File: src/rtl/bcd_pkg.sv
// Shared BCD types and helpers for the clock/timer counter family.
package bcd_pkg;

    typedef logic [3:0] bcd_digit_t;

    function automatic logic is_bcd(input bcd_digit_t d);
        return (d <= 4'd9);
    endfunction

    // Wide enough for out-of-range digits (15*10+15) so range checks never overflow.
    function automatic logic [7:0] bcd_to_bin(input bcd_digit_t tens, input bcd_digit_t ones);
        return ({4'd0, tens} * 8'd10) + {4'd0, ones};
    endfunction

endpackage

File: src/rtl/delay_ff.sv
// One-cycle register stage with asynchronous active-high clear.
module delay_ff #(
    parameter int WIDTH = 1
) (
    input  logic             clk,
    input  logic             reset,
    input  logic [WIDTH-1:0] d,
    output logic [WIDTH-1:0] q
);

    // Capture d on every rising edge; clear immediately on reset.
    always_ff @(posedge clk or posedge reset) begin
        if (reset) begin
            q <= '0;
        end else begin
            q <= d;
        end
    end

endmodule

File: src/rtl/bcd_down_counter.sv
// Two-digit BCD modulo-MODULUS counter, down by default, with range-checked load
// and registered borrow / load_err pulses for cascading.
module bcd_down_counter
    import bcd_pkg::*;
#(
    parameter int MODULUS = 24
) (
    input  logic       clk,
    input  logic       reset,
    input  logic       en,
    input  logic       inc,
    input  logic       load,
    input  logic [3:0] load_ones,
    input  logic [3:0] load_tens,
    output logic [3:0] ones,
    output logic [3:0] tens,
    output logic       borrow,
    output logic       load_err
);

    localparam bcd_digit_t WRAP_TENS = bcd_digit_t'((MODULUS - 1) / 10);
    localparam bcd_digit_t WRAP_ONES = bcd_digit_t'((MODULUS - 1) % 10);
    localparam logic [7:0] MOD_BIN   = 8'(MODULUS);

    bcd_digit_t tens_r;
    bcd_digit_t ones_r;
    bcd_digit_t tens_next_s;
    bcd_digit_t ones_next_s;
    logic       at_zero_s;
    logic       at_max_s;
    logic       load_ok_s;
    logic       borrow_d_s;
    logic       load_err_d_s;

    assign at_zero_s    = (tens_r == 4'd0) && (ones_r == 4'd0);
    assign at_max_s     = (tens_r == WRAP_TENS) && (ones_r == WRAP_ONES);
    assign load_ok_s    = is_bcd(load_tens) && is_bcd(load_ones) &&
                          (bcd_to_bin(load_tens, load_ones) < MOD_BIN);
    assign borrow_d_s   = at_zero_s && en && !inc && !load;
    assign load_err_d_s = load && !load_ok_s;

    // Digit next-state: load beats en beats hold; illegal loads clamp to the wrap value.
    always_comb begin
        tens_next_s = tens_r;
        ones_next_s = ones_r;
        if (load) begin
            if (load_ok_s) begin
                tens_next_s = load_tens;
                ones_next_s = load_ones;
            end else begin
                tens_next_s = WRAP_TENS;
                ones_next_s = WRAP_ONES;
            end
        end else if (en) begin
            if (!inc) begin
                if (at_zero_s) begin
                    tens_next_s = WRAP_TENS;
                    ones_next_s = WRAP_ONES;
                end else if (ones_r != 4'd0) begin
                    ones_next_s = ones_r - 4'd1;
                end else begin
                    ones_next_s = 4'd9;
                    tens_next_s = tens_r - 4'd1;
                end
            end else begin
                if (at_max_s) begin
                    tens_next_s = 4'd0;
                    ones_next_s = 4'd0;
                end else if (ones_r != 4'd9) begin
                    ones_next_s = ones_r + 4'd1;
                end else begin
                    ones_next_s = 4'd0;
                    tens_next_s = tens_r + 4'd1;
                end
            end
        end else begin
            tens_next_s = tens_r;
            ones_next_s = ones_r;
        end
    end

    // Digit state register.
    always_ff @(posedge clk or posedge reset) begin
        if (reset) begin
            tens_r <= 4'd0;
            ones_r <= 4'd0;
        end else begin
            tens_r <= tens_next_s;
            ones_r <= ones_next_s;
        end
    end

    delay_ff #(.WIDTH(1)) u_borrow_ff (
        .clk   (clk),
        .reset (reset),
        .d     (borrow_d_s),
        .q     (borrow)
    );

    delay_ff #(.WIDTH(1)) u_load_err_ff (
        .clk   (clk),
        .reset (reset),
        .d     (load_err_d_s),
        .q     (load_err)
    );

    assign tens = tens_r;
    assign ones = ones_r;

endmodule

File: config.mk
export PLATFORM = sky130hd
export DESIGN_NAME = bcd_down_counter
export DESIGN_NICKNAME = d
export VERILOG_FILES = /design/src/rtl/bcd_pkg.sv /design/src/rtl/delay_ff.sv /design/src/rtl/bcd_down_counter.sv
export SDC_FILE = /design/constraint.sdc
export NUM_CORES = 1
export LEC_CHECK = 0
export ABC_AREA = 1
export CAP_MARGIN = 20
export CORE_ASPECT_RATIO = 0.8
export CORE_UTILIZATION = 55
export DETAILED_ROUTE_END_ITERATION = 10
export PLACE_DENSITY = 0.84
export SLEW_MARGIN = 20
export SYNTH_ARGS = -nofsm -noshare
export SYNTH_HDL_FRONTEND = slang
export SYNTH_SLANG_ARGS = --single-unit
export TNS_END_PERCENT = 5
File: constraint.sdc
create_clock -name clk -period 3.1 [get_ports clk]
set_input_delay 0.62 -clock clk [delete_from_list [all_inputs] [get_ports clk]]
set_output_delay 0.62 -clock clk [all_outputs]
set_load 0.1 [all_outputs]
==> results by group, run 1 <==
Power
  • Pwr dens: 498.4 nW/um^2
  • Leakage: 0.7958 nW
  • Total power: 0.7608 mW
  • Worst VDD drop: 0.0005830 V

Synthesis
  • Synth area leader: dfrtp_1
  • Area of the mapped netlist: 1294 sq um
  • Synthesis warning total: 0
  • FF+latch count, synth: 10
  • Top post-synthesis cells by area: dfrtp_1, nand2_1, ha_1
  • Mapped Avg Cell Area: 7.070 sq um
  • Register area share after synthesis: 0.1934
  • Share of the synthesized area in the top cell type: 0.1934
  • Synth unique cells: 31
  • Syn nets: 210
  • Synthesized netlist cell count: 183

Route
  • Mean number of vias per cell: 5.407
  • Vias after detailed routing: 1249
  • DRT antenna net count: 0
  • Final wirelength: 3.042 mm
  • Drt initial violations: 62
  • DR pass1 iterations: 4
  • DRC violations left: 0
  • Routed len/inst: 13.17 um

Placement
  • Port buffer count: 22
  • Pre-CTS WS: 0.1459 ns
  • HPWL Detailed: 2.453 mm
  • Cell area after placement: 1504 sq um
  • Placer Congestion: 0.8994

Setup path
  • CP Class: input pin to register
  • Critical Path Max Stage Delay: 0.50 ns
  • Reg-to-reg setup timing slack: 1.42 ns
  • Worst reg2reg path endpoint: ones[1]$_DFFE_PP0P_
  • Reg2Reg Launch Point: ones[0]$_DFFE_PP0P_
  • Slowest cell on the critical path: fa_1
  • Crit path launch type: input pin
  • CP required: 3.25 ns
  • Largest fanout on the critical path: 6
  • Reg2reg path depth: 8
  • CP Capture Type: register
  • WP data arrival: 2.83 ns
  • Cell Chain, Critical Path: clkdlybuf4s50_1 -> ha_1 -> ha_1 -> fa_1 -> nand2_1 -> inv_1 -> nand3_2 -> a21oi_4 -> nand2_2 -> nand2_4 -> nand3_2

Final layout
  • Post-layout nets: 235
  • Layout fillers: 183
  • Finished Cell Area: 1526 sq um
  • Final Core Density: 0.6952
  • Synthesis-to-layout area growth: 17.99%
  • Antenna diodes: 0
  • Share of cells above drive strength 1: 0.1845

Floorplan
  • Die height: 45.38 um
  • Row count: 15
  • DIE WIDTH: 56.23 um
  • I/O pin count: 23
  • Core Box Area: 2196 sq um
  • Initial core utilization: 0.5892
  • Die area: 2551 sq um

STA
  • Post-route setup slack: 0.4159 ns
  • Slew HR: 0.5992
  • Slew Viols, Final: 0
  • Fin crit share: 0.8658
  • Skew final: 0.009608 ns
  • Final Setup Violations: 0
  • Worst-Margin Slew: 0.5993 ns
  • Final min period: 2.684 ns
  • RSZ-0062 raised after global routing: false
  • Setup tns final: 0 ns
  • Final hold vios: 0
  • Max Freq: 372.6 MHz

Global route
  • Largest net degree at the start of global routing: 15
  • Vias in the first global route: 1189
  • Gr ovfl total: 0
  • First-pass GRT wire length: 5.168 mm
  • Initial antenna violation count: 0
  • Total track usage: 0.2663

CTS
  • Total CTS buffers: 3
  • Post CTS Setup Buffer Count: 0
  • CTS root buffer: clkbuf_4
  • H-Tree Level Count: 1
  • Later-pin clock latency in the skew report: 0.28 ns
  • Longest Clk Path Bufs: 2
  • Post-CTS Resized: 0
  • # hold bufs at CTS: 0
  • CTS sink count: 10
  • CTS tree: done
  • Register clock-pin slew on the reported worst setup and hold paths: 0.07 ns

Outcome
  • Outcome: finished clean

Hold path
  • Min-Delay Path Class: input pin to asynchronous set/reset pin

Job
  • Total of max-cap violations: 0
==> routing by layer <==
| layer | vias to the layer above | global-route usage | routed length [um] | part of all wire |
|---|---|---|---|---|
| met4 | 0 | 0.05854 | 17 | 0.0056 |
| met1 | 578 | 0.3728 | 1526 | 0.50 |
| met3 | 4 | 0.07386 | 161 | 0.053 |
| li1 | 634 | - | - | - |
| met2 | 33 | 0.4167 | 1336 | 0.44 |
| met5 | - | 0 | 0 | 0 |
==> stage by stage <==
stage                     hold slack (ns)  std cells
after floorplan                    0.4602        183
after global placement             0.6312        228
final                              0.6304        231
after global routing               0.6828        231
after detailed placement           0.6489        228
after CTS                          0.6464        231
==> worst max-delay path, delay by kind of cell <==
family,cells,cell delay (ns)
buffers and inverters,2,0.53
adders and majority gates,3,1.04
AOI/OAI and AO/OA,1,0.22
and+or+nand+nor,5,0.41
==> power by group <==
part           switching (mW)  total [mW]  leakage, nW  internal (mW)
sequential             0.0437       0.195        0.118          0.151
combinational           0.332       0.473        0.664          0.142
clock                  0.0473      0.0923       0.0138         0.0449
==> registers in the layout (all words and copies together), names as in the netlist <==
signal,count
ones,4
tens,4
u_borrow_ff.q,1
u_load_err_ff.q,1
==> synthesized netlist by cell type (all sizes together) <==
library cell / instances
nand3: 16
ha: 13
a22oi: 1
a21boi: 3
dfrtp: 10
nor2: 20
o31ai: 1
nand2: 54
inv: 25
nor3: 2
o21ai: 11
a21oi: 9
fa: 1
xor2: 5
nand4: 2
xnor2: 1
buf: 4
nand3b: 5
==> layout make-up <==
class,count,area (sq um),area share
Inverter,25,93.84,0.06148
Timing Repair Buffer,24,210.2,0.1377
Tap cell,25,31.28,0.02049
Clock buffer,3,22.52,0.01475
Multi-Input combinational cell,144,918.4,0.6016
Sequential cell,10,250.2,0.1639
==> layout by cell type (no fill, tap or decap), drive strengths merged <==
cell type	synthesis	routed
nor2	20	20
a21oi	9	9
nand3	16	16
inv	25	25
xor2	5	5
a22oi	1	1
buf	4	12
o31ai	1	1
ha	13	13
clkdlybuf4s50	0	12
dfrtp	10	10
xnor2	1	1
nor3	2	2
nand2	54	54
fa	1	1
a21boi	3	3
o21ai	11	11
clkbuf	0	3
nand4	2	2
nand3b	5	5
==> kinds of logic (layout without fill, tap and decap cells) <==
group,Yosys count,count (layout),synth area share
and+or+nand+nor,99,99,0.4043
buffers and inverters,29,52,0.09670
AOI/OAI and AO/OA,25,25,0.1238
adders and majority gates,14,14,0.1412
DFF,10,10,0.1934
xor gates and xnor gates,6,6,0.04062
==> worst max path at each step <==
stage / start / endpoint / slack [ns]
2_1_floorplan: load_tens[1] / ones[1]$_DFFE_PP0P_ / 0.79
3_3_place_gp: load_tens[1] / ones[1]$_DFFE_PP0P_ / 0.24
3_5_place_dp: load_tens[1] / ones[1]$_DFFE_PP0P_ / 0.15
4_1_cts: load_tens[1] / ones[1]$_DFFE_PP0P_ / 0.43
5_1_grt: load_tens[1] / ones[1]$_DFFE_PP0P_ / 0.30
6_report: load_tens[1] / ones[1]$_DFFE_PP0P_ / 0.42
Power figures use the tool's default switching activity.
==> run 2, diff against run 1 <==
--- a/config.mk
+++ b/config.mk
@@ -8,9 +8,9 @@
 export ABC_AREA = 1
 export CAP_MARGIN = 20
 export CORE_ASPECT_RATIO = 0.8
-export CORE_UTILIZATION = 55
+export CORE_UTILIZATION = 53
 export DETAILED_ROUTE_END_ITERATION = 10
-export PLACE_DENSITY = 0.84
+export PLACE_DENSITY = 0.81
 export SLEW_MARGIN = 20
 export SYNTH_ARGS = -nofsm -noshare
 export SYNTH_HDL_FRONTEND = slang
==> constraint.sdc (replaced) <==
create_clock -name clk -period 2.9 [get_ports clk]
set_input_delay 0.58 -clock clk [delete_from_list [all_inputs] [get_ports clk]]
set_output_delay 0.58 -clock clk [all_outputs]
set_load 0.1 [all_outputs]
==> results by group, run 2 (synthesized netlist as in run 1, its figures left out) <==
Setup path
  • CP Capture Type: register
  • Worst setup startpoint: load_tens[1]
  • Cell Chain, Critical Path: clkdlybuf4s50_1 -> ha_1 -> ha_1 -> fa_1 -> nand2_1 -> inv_1 -> nand3_2 -> a21oi_4 -> nand2_2 -> nand2_4 -> nand3_2
  • Critical Path Max Stage Delay: 0.52 ns (+0.02 ns)
  • Reg2Reg Launch Point: ones[0]$_DFFE_PP0P_
  • CP Class: input pin to register
  • Reg2reg path depth: 8 (unchanged)
  • Worst reg2reg path endpoint: ones[1]$_DFFE_PP0P_
  • WP data arrival: 2.78 ns (-0.05 ns)
  • CP required: 3.05 ns (-0.20 ns)
  • Reg-to-reg setup timing slack: 1.18 ns (-0.24 ns)
  • Largest fanout on the critical path: 6 (unchanged)
  • Slowest cell on the critical path: fa_1
  • Crit path launch type: input pin

Global route
  • Gr ovfl total: 0 (unchanged)
  • Largest net degree at the start of global routing: 15 (unchanged)
  • Vias in the first global route: 1103 (-7.2%)
  • Initial antenna violation count: 0 (unchanged)
  • Total track usage: 0.2554 (-0.01093)
  • First-pass GRT wire length: 5.043 mm (-2.4%)

Route
  • DR pass1 iterations: 8 (+4)
  • Drt initial violations: 83 (+34%)
  • DRT antenna net count: 0 (unchanged)
  • DRC violations left: 2 (+2)
  • Mean number of vias per cell: 5.632 (+4.2%)
  • Vias after detailed routing: 1318 (+5.5%)
  • Final wirelength: 3.185 mm (+4.7%)
  • Routed len/inst: 13.61 um (+3.4%)

Outcome
  • Outcome: finished with violations
  • Failing checks: design-rule violations

STA
  • Setup tns final: 0 ns (unchanged)
  • RSZ-0062 raised after global routing: false
  • Final hold vios: 0 (unchanged)
  • Slew HR: 0.5750 (-0.02423)
  • Skew final: 0.01195 ns (+0.002341 ns)
  • Slew Viols, Final: 0 (unchanged)
  • Final min period: 2.637 ns
  • Fin crit share: 0.9092
  • Max Freq: 379.3 MHz
  • Min Hold Slack: 0.5961 ns (-0.03437 ns)
  • Worst-Margin Slew: 0.6356 ns (+0.03623 ns)
  • Final Setup Violations: 0 (unchanged)

Power
  • Leakage: 0.8126 nW (+2.1%)
  • Register share of total power: 0.246 (-0.010)
  • Sw Share: 0.5394 (-0.01607)
  • Worst VDD drop: 0.0003063 V (-47%)
  • Psw: 0.4588 mW (+8.6%)
  • Clk pwr share: 0.153 (+0.032)
  • Pint: 0.3918 mW (+16%)
  • Comb pwr share: 0.601 (-0.021)
  • Pwr dens: 546.9 nW/um^2 (+9.7%)

Final layout
  • Antenna diodes: 0 (unchanged)
  • Final Core Density: 0.6964 (+0.001202)
  • Share of cells above drive strength 1: 0.1962 (+0.01171)
  • Post-layout nets: 237 (+0.85%)
  • Finished Cell Area: 1555 sq um (+1.9%)
  • Synthesis-to-layout area growth: 20.21%
  • Most frequent cells in the layout: nand2_1, inv_1, nor2_1
  • Non-Filler Instances: 234 (+1.3%)
  • Commonest non-fill, non-tap cell in the layout: nand2_1

CTS
  • Post CTS Setup Buffer Count: 0 (unchanged)
  • Register clock-pin slew on the reported worst setup and hold paths: 0.08 ns (about the same)
  • Total CTS buffers: 3 (unchanged)
  • H-Tree Level Count: 1 (unchanged)
  • # hold bufs at CTS: 0 (unchanged)
  • CTS sink count: 10 (unchanged)
  • Longest Clk Path Bufs: 2 (unchanged)
  • Later-pin clock latency in the skew report: 0.27 ns (about the same)
  • CTS root buffer: clkbuf_4
  • CTS tree: done
  • Post-CTS Resized: 0 (unchanged)

Floorplan
  • Die height: 46.19 um (+1.8%)
  • I/O pin count: 23 (unchanged)
  • Die area: 2644 sq um (+3.6%)
  • DIE WIDTH: 57.24 um (+1.8%)
  • Core Box Area: 2233 sq um (+1.7%)
  • Row count: 15 (unchanged)
  • Initial core utilization: 0.5793 (-0.009902)

Job
  • Total of max-cap violations: 0 (unchanged)

Placement
  • Cell area after placement: 1519 sq um (+1.0%)
  • HPWL Detailed: 2.566 mm (+4.6%)
  • Placed cells: 230 (+0.88%)
  • Placer Congestion: 0.8519 (-5.3%)
  • Port buffer count: 22 (unchanged)

Hold path
  • Min-Delay Path Class: input pin to asynchronous set/reset pin
-- run 2: worst max-delay path by stage --
stage / to / slack [ns] / cells after the start
after floorplan: ones[1]$_DFFE_PP0P_ / 0.63 / 10
after global placement: ones[1]$_DFFE_PP0P_ / 0.13 / 11
after detailed placement: ones[1]$_DFFE_PP0P_ / -0.003 / 11
after CTS: ones[1]$_DFFE_PP0P_ / 0.28 / 11
after global routing: ones[1]$_DFFE_PP0P_ / 0.12 / 10
final: ones[1]$_DFFE_PP0P_ / 0.26 / 11
-- run 2: layout make-up --
class                           instances  area (sq um)
Clock buffer                            4         36.28
Fill cell                             203         678.2
Inverter                               25         93.84
Multi-Input combinational cell        144         918.4
Sequential cell                        10         250.2
Tap cell                               25         31.28
Timing Repair Buffer                   26         225.2
-- run 2: per-stage QoR --
step / power (mW) / setup slack [ns]
detailed placement: 0.7187 / -0.003485
global route: 0.9038 / 0.1233
floorplan: 0.6106 / 0.6347
finish: 0.8505 / 0.2634
global placement: 0.7017 / 0.1318
CTS: 0.8508 / 0.2792
-- run 2: metal layers --
layer	up-vias	routed length (um)	global-route usage
li1	645	-	-
met1	612	1444	0.3584
met2	57	1477	0.4118
met3	4	235	0.05056
met4	0	27	0.05366
met5	-	0	0
-- run 2: power by group through the flow --
stage               clock network (mW)  logic, mW  registers, mW
finish                           0.130      0.511          0.209
CTS                              0.133      0.510          0.209
global placement                     0      0.493          0.208
floorplan                            0      0.253          0.358
global route                     0.142      0.550          0.212
detailed placement                   0      0.507          0.211
-- run 2: critical path, delay by kind of cell --
family / cells / cell delay (ns)
buffers and inverters: 2 / 0.50
AND/OR/NAND/NOR: 5 / 0.44
adder cells (fa/ha/maj): 3 / 1.04
AO/OA/AOI/OAI: 1 / 0.21
==> RTL edit 1: new RTL, flow settings as in run 2 <==
Put a register stage on the output `load_err`, with the module's reset. The value now appears one clock later. The other outputs are not delayed to match. Comments in the files are not updated.
--- a/src/rtl/bcd_down_counter.sv
+++ b/src/rtl/bcd_down_counter.sv
@@ -21,6 +21,8 @@
     localparam bcd_digit_t WRAP_TENS = bcd_digit_t'((MODULUS - 1) / 10);
     localparam bcd_digit_t WRAP_ONES = bcd_digit_t'((MODULUS - 1) % 10);
     localparam logic [7:0] MOD_BIN   = 8'(MODULUS);
+
+    logic load_err_d;
 
     bcd_digit_t tens_r;
     bcd_digit_t ones_r;
@@ -101,11 +103,19 @@
         .clk   (clk),
         .reset (reset),
         .d     (load_err_d_s),
-        .q     (load_err)
+        .q     (load_err_d)
     );
 
     assign tens = tens_r;
     assign ones = ones_r;
 
+    always_ff @(posedge clk or posedge reset) begin
+        if (reset) begin
+            load_err <= '0;
+        end else begin
+            load_err <= load_err_d;
+        end
+    end
+
 endmodule
 
Function: changed (Yosys sat finds a counterexample within 4 cycles, from zero or initial values and one cycle with reset high).
==> RTL edit 1 against run 2 <==
Count of clock-buffer cells in the layout stayed put. Total power is 5.5% lower. Non-clock buffer count stayed put. Area after synthesis is 5.5% lower. Sequential cell count is 1 higher. Wire length is 0.82% lower. Clock skew is 2.3 ps lower. Maximum frequency is 0.29% higher. Synthesized cell count is 3.8% lower. Worst hold slack worse by 240 ps. Worst setup slack better by 7.7 ps. Design area is 5.4% lower.
==> RTL edit 1: results <==
export IMPL_fin_hold_ws_ps=359
export IMPL_endpoint="ones[0]"
export IMPL_syn_num_nets=203
export IMPL_synth_top_area_share_pct=22.5
export IMPL_syn_to_final_growth_pct=20.4
export IMPL_power_density_nw_per_um2=546
export IMPL_dp_final_hpwl_microns=2570
export IMPL_final_fill_count=176
export IMPL_instances_no_fill=228
export IMPL_fmax_mhz=380
export IMPL_async_reset_ff_share_pct=100
export IMPL_ir_drop_v=0.000552
export IMPL_grt_pass1_wl_microns=5310
export IMPL_firstDrtPassIters=4
export IMPL_p_comb_uw=472
export IMPL_ys_flop_type="dfrtp_1"
export IMPL_synth_seq_area_share_pct=22.5
export IMPL_place_ws_ps=5.20
export IMPL_drt_wl_total_microns=3160
export IMPL_place_area_sq_um=1450
export IMPL_cp_required_ps=3040
export IMPL_ys_top_cells_by_count="42 x nand2_1, 22 x inv_1, 19 x nor2_1"
export IMPL_r2r_cells=9
export IMPL_status="completed"
export IMPL_grt_max_degree=16
export IMPL_clock_latency_ps=270
export IMPL_dp_cells=224
export IMPL_drive_gt1_share_pct=16.3
export IMPL_slew_headroom_pct=62.9
export IMPL_rrSetupSlack_ps=1030
export IMPL_hold_class="reg -> reg"
export IMPL_routed_via_density=5.69
export IMPL_syn_inst=176
export IMPL_pg_seq_uw=227
export IMPL_yosys_top_cells_area="dfrtp_1 23%, ha_1 13%, nand2_1 13%, inv_1 6.8%, nor2_1 5.8%"
export IMPL_drt_initial_drc_count=58
export IMPL_grt_total_usage_pct=27.2
export IMPL_critPathTopFamily="adder cells"
export IMPL_power_leakage_uw=0.000752
export IMPL_first_global_vias=1168
export IMPL_post_cts_buffers=0
export IMPL_clk_pin_slew_ps=60
export IMPL_hold_end="load_err"
export IMPL_clock_skew_ps=9.62
export IMPL_r2r_end="ones[3]"
export IMPL_gp_congestion=0.953
export IMPL_switching_share_pct=54.3
export IMPL_clk_path_buf_depth=2
export IMPL_synth_cell_type_count=30
[RTL edit 1: cell families after synthesis]
| family | Yosys count | synth area share (%) |
|---|---|---|
| adder cells (fa/ha/maj) | 14 | 14.9 |
| buffers and inverters | 27 | 10.2 |
| XOR/XNOR | 4 | 2.87 |
| AO/OA/AOI/OAI | 31 | 15.8 |
| flip-flops | 11 | 22.5 |
| AND/OR/NAND/NOR | 89 | 33.7 |
[RTL edit 1: cell type report]
class                           count  area share (%)
Multi-Input combinational cell    138            55.9
Sequential cell                    11            18.7
Timing Repair Buffer               26            15.3
Inverter                           24            6.21
Tap cell                           25            2.13
Clock buffer                        4            1.79
[RTL edit 1: routing by layer]
metal	global-route usage [%]	share of wire (%)	up-vias
met5	0	0	-
met4	10.5	0.70	0
met3	2.87	6.8	5
met2	44.1	45	56
met1	38.3	47	604
li1	-	-	632
==> RTL edit 2: new RTL, settings of run 2 <==
Made on the original files. `MODULUS`: 24 -> 23.
--- a/src/rtl/bcd_down_counter.sv
+++ b/src/rtl/bcd_down_counter.sv
@@ -3,7 +3,7 @@
 module bcd_down_counter
     import bcd_pkg::*;
 #(
-    parameter int MODULUS = 24
+    parameter int MODULUS = 23
 ) (
     input  logic       clk,
     input  logic       reset,
Function: changed (a bounded check fails within 4 cycles, from zero or initial values and one cycle with reset high).
==> RTL edit 2 against run 2 <==
Sequential share of layout area down 0.89 points. Maximum frequency down 6.4%. Critical path depth up 2. Sequential cell count unchanged. Largest cell class unchanged. Combinational power up 15%. Largest power group unchanged. Total power up 5.5%. Worst setup slack worse by 180 ps. Die area up 3.6%. Wire length up 9.1%. Design area up 5.9%. Area after synthesis up 3.8%. Worst hold slack worse by 4.9 ps. Register-to-register slack better by 40 ps.
==> RTL edit 2: results <==
export IMPL_worst_slew_pin_slew_ps=455
export IMPL_cts_root_buf="clkbuf_4"
export IMPL_routed_via_density=5.40
export IMPL_ys_top_cells_by_count="55 x nand2_1, 31 x inv_1, 23 x nor2_1"
export IMPL_dp_final_hpwl_microns=2840
export IMPL_post_cts_resized=0
export IMPL_first_global_vias=1308
export IMPL_arrival_ps=3000
export IMPL_grt_max_degree=15
export IMPL_ir_drop_v=0.000444
export IMPL_grt_antenna_before_repair=0
export IMPL_yosys_warnings=0
export IMPL_wl_per_cell_microns=12.6
export IMPL_status="completed"
export IMPL_clock_latency_ps=260
export IMPL_cpMaxStageDelayCell="fa_1"
export IMPL_clock_skew_ps=2.46
export IMPL_firstDrtPassIters=4
export IMPL_synth_seq_area_share_pct=18.6
export IMPL_io_buffers=22
export IMPL_ys_flop_type="dfrtp_1"
export IMPL_grt_pass1_wl_microns=5900
export IMPL_synth_cell_type_count=25
export IMPL_drt_wl_total_microns=3480
export IMPL_async_reset_ff_share_pct=100
export IMPL_dp_cells=272
export IMPL_clk_pin_slew_ps=60
export IMPL_syn_inst=211
export IMPL_place_ws_ps=-148
export IMPL_final_fill_count=179
export IMPL_clk_path_buf_depth=2
export IMPL_htreeDepth=1
export IMPL_syn_num_nets=240
export IMPL_cp_max_fo=4
export IMPL_place_area_sq_um=1620
export IMPL_antennaDiodeCount=0
export IMPL_post_cts_buffers=0
export IMPL_cts_buffers=3
export IMPL_drt_initial_drc_count=126
export IMPL_grt_total_usage_pct=29.1
export IMPL_yosys_top_cells_area="dfrtp_1 19%, nand2_1 15%, ha_1 13%, inv_1 8.7%, nor2_1 6.4%"
export IMPL_max_stage_delay_ps=560
export IMPL_gp_congestion=0.937
export IMPL_power_leakage_uw=0.000896
export IMPL_drive_gt1_share_pct=14.9
-- RTL edit 2: metal layers --
layer  vias up  GRT usage, %  routed length (microns)
met4         0          7.14                       29
met5         -             0                        0
met2        53          45.5                     1510
met3         6          7.16                      228
li1        743             -                        -
met1       683          41.0                     1700
-- RTL edit 2: cell type report --
class	count	share of cell area, %
clock buffers	3	1.37
flip-flops and latches	10	15.2
repair buffers	29	15.0
inverters	34	7.75
well taps	34	2.58
multi-input cells	165	58.1
-- RTL edit 2: where the power goes --
group	leakage, uW	switching (uW)	internal, uW	total (uW)
Sequential	0.000120	52.3	165	217
Combinational	0.000763	410	178	588
Clock	0.0000138	44.5	47.8	92.3
-- RTL edit 2: kinds of logic (layout without fill, tap and decap cells) --
family	Yosys count	after routing	share of synthesized area, %
AOI/OAI and AO/OA	24	24	9.32
adders and majority gates	16	16	16.0
and+or+nand+nor	119	119	41.9
xor gates and xnor gates	6	6	3.91
buffers and inverters	36	66	10.2
DFF	10	10	18.6
-- RTL edit 2: final timing paths --
path                            slack [ps]    startpoint  cells past startpoint              end
worst min register to register         630       tens[0]                      2          tens[0]
worst min-delay path                   590         reset                      2  u_load_err_ff.q
worst max register to register        1220       ones[0]                     10          ones[3]
worst max-delay path                    80  load_tens[1]                     13          ones[3]
min in group clk                       630       tens[0]                      2          tens[0]
max in group asynchronous             2040         reset                      2          tens[2]
-- RTL edit 2: stage by stage --
stage | utilization [%] | hold slack, ps
after global routing | 72.5 | 623
after detailed placement | 71.5 | 623
after floorplan | - | 420
final | 72.5 | 591
after global placement | 71.5 | 602
after CTS | 72.5 | 608
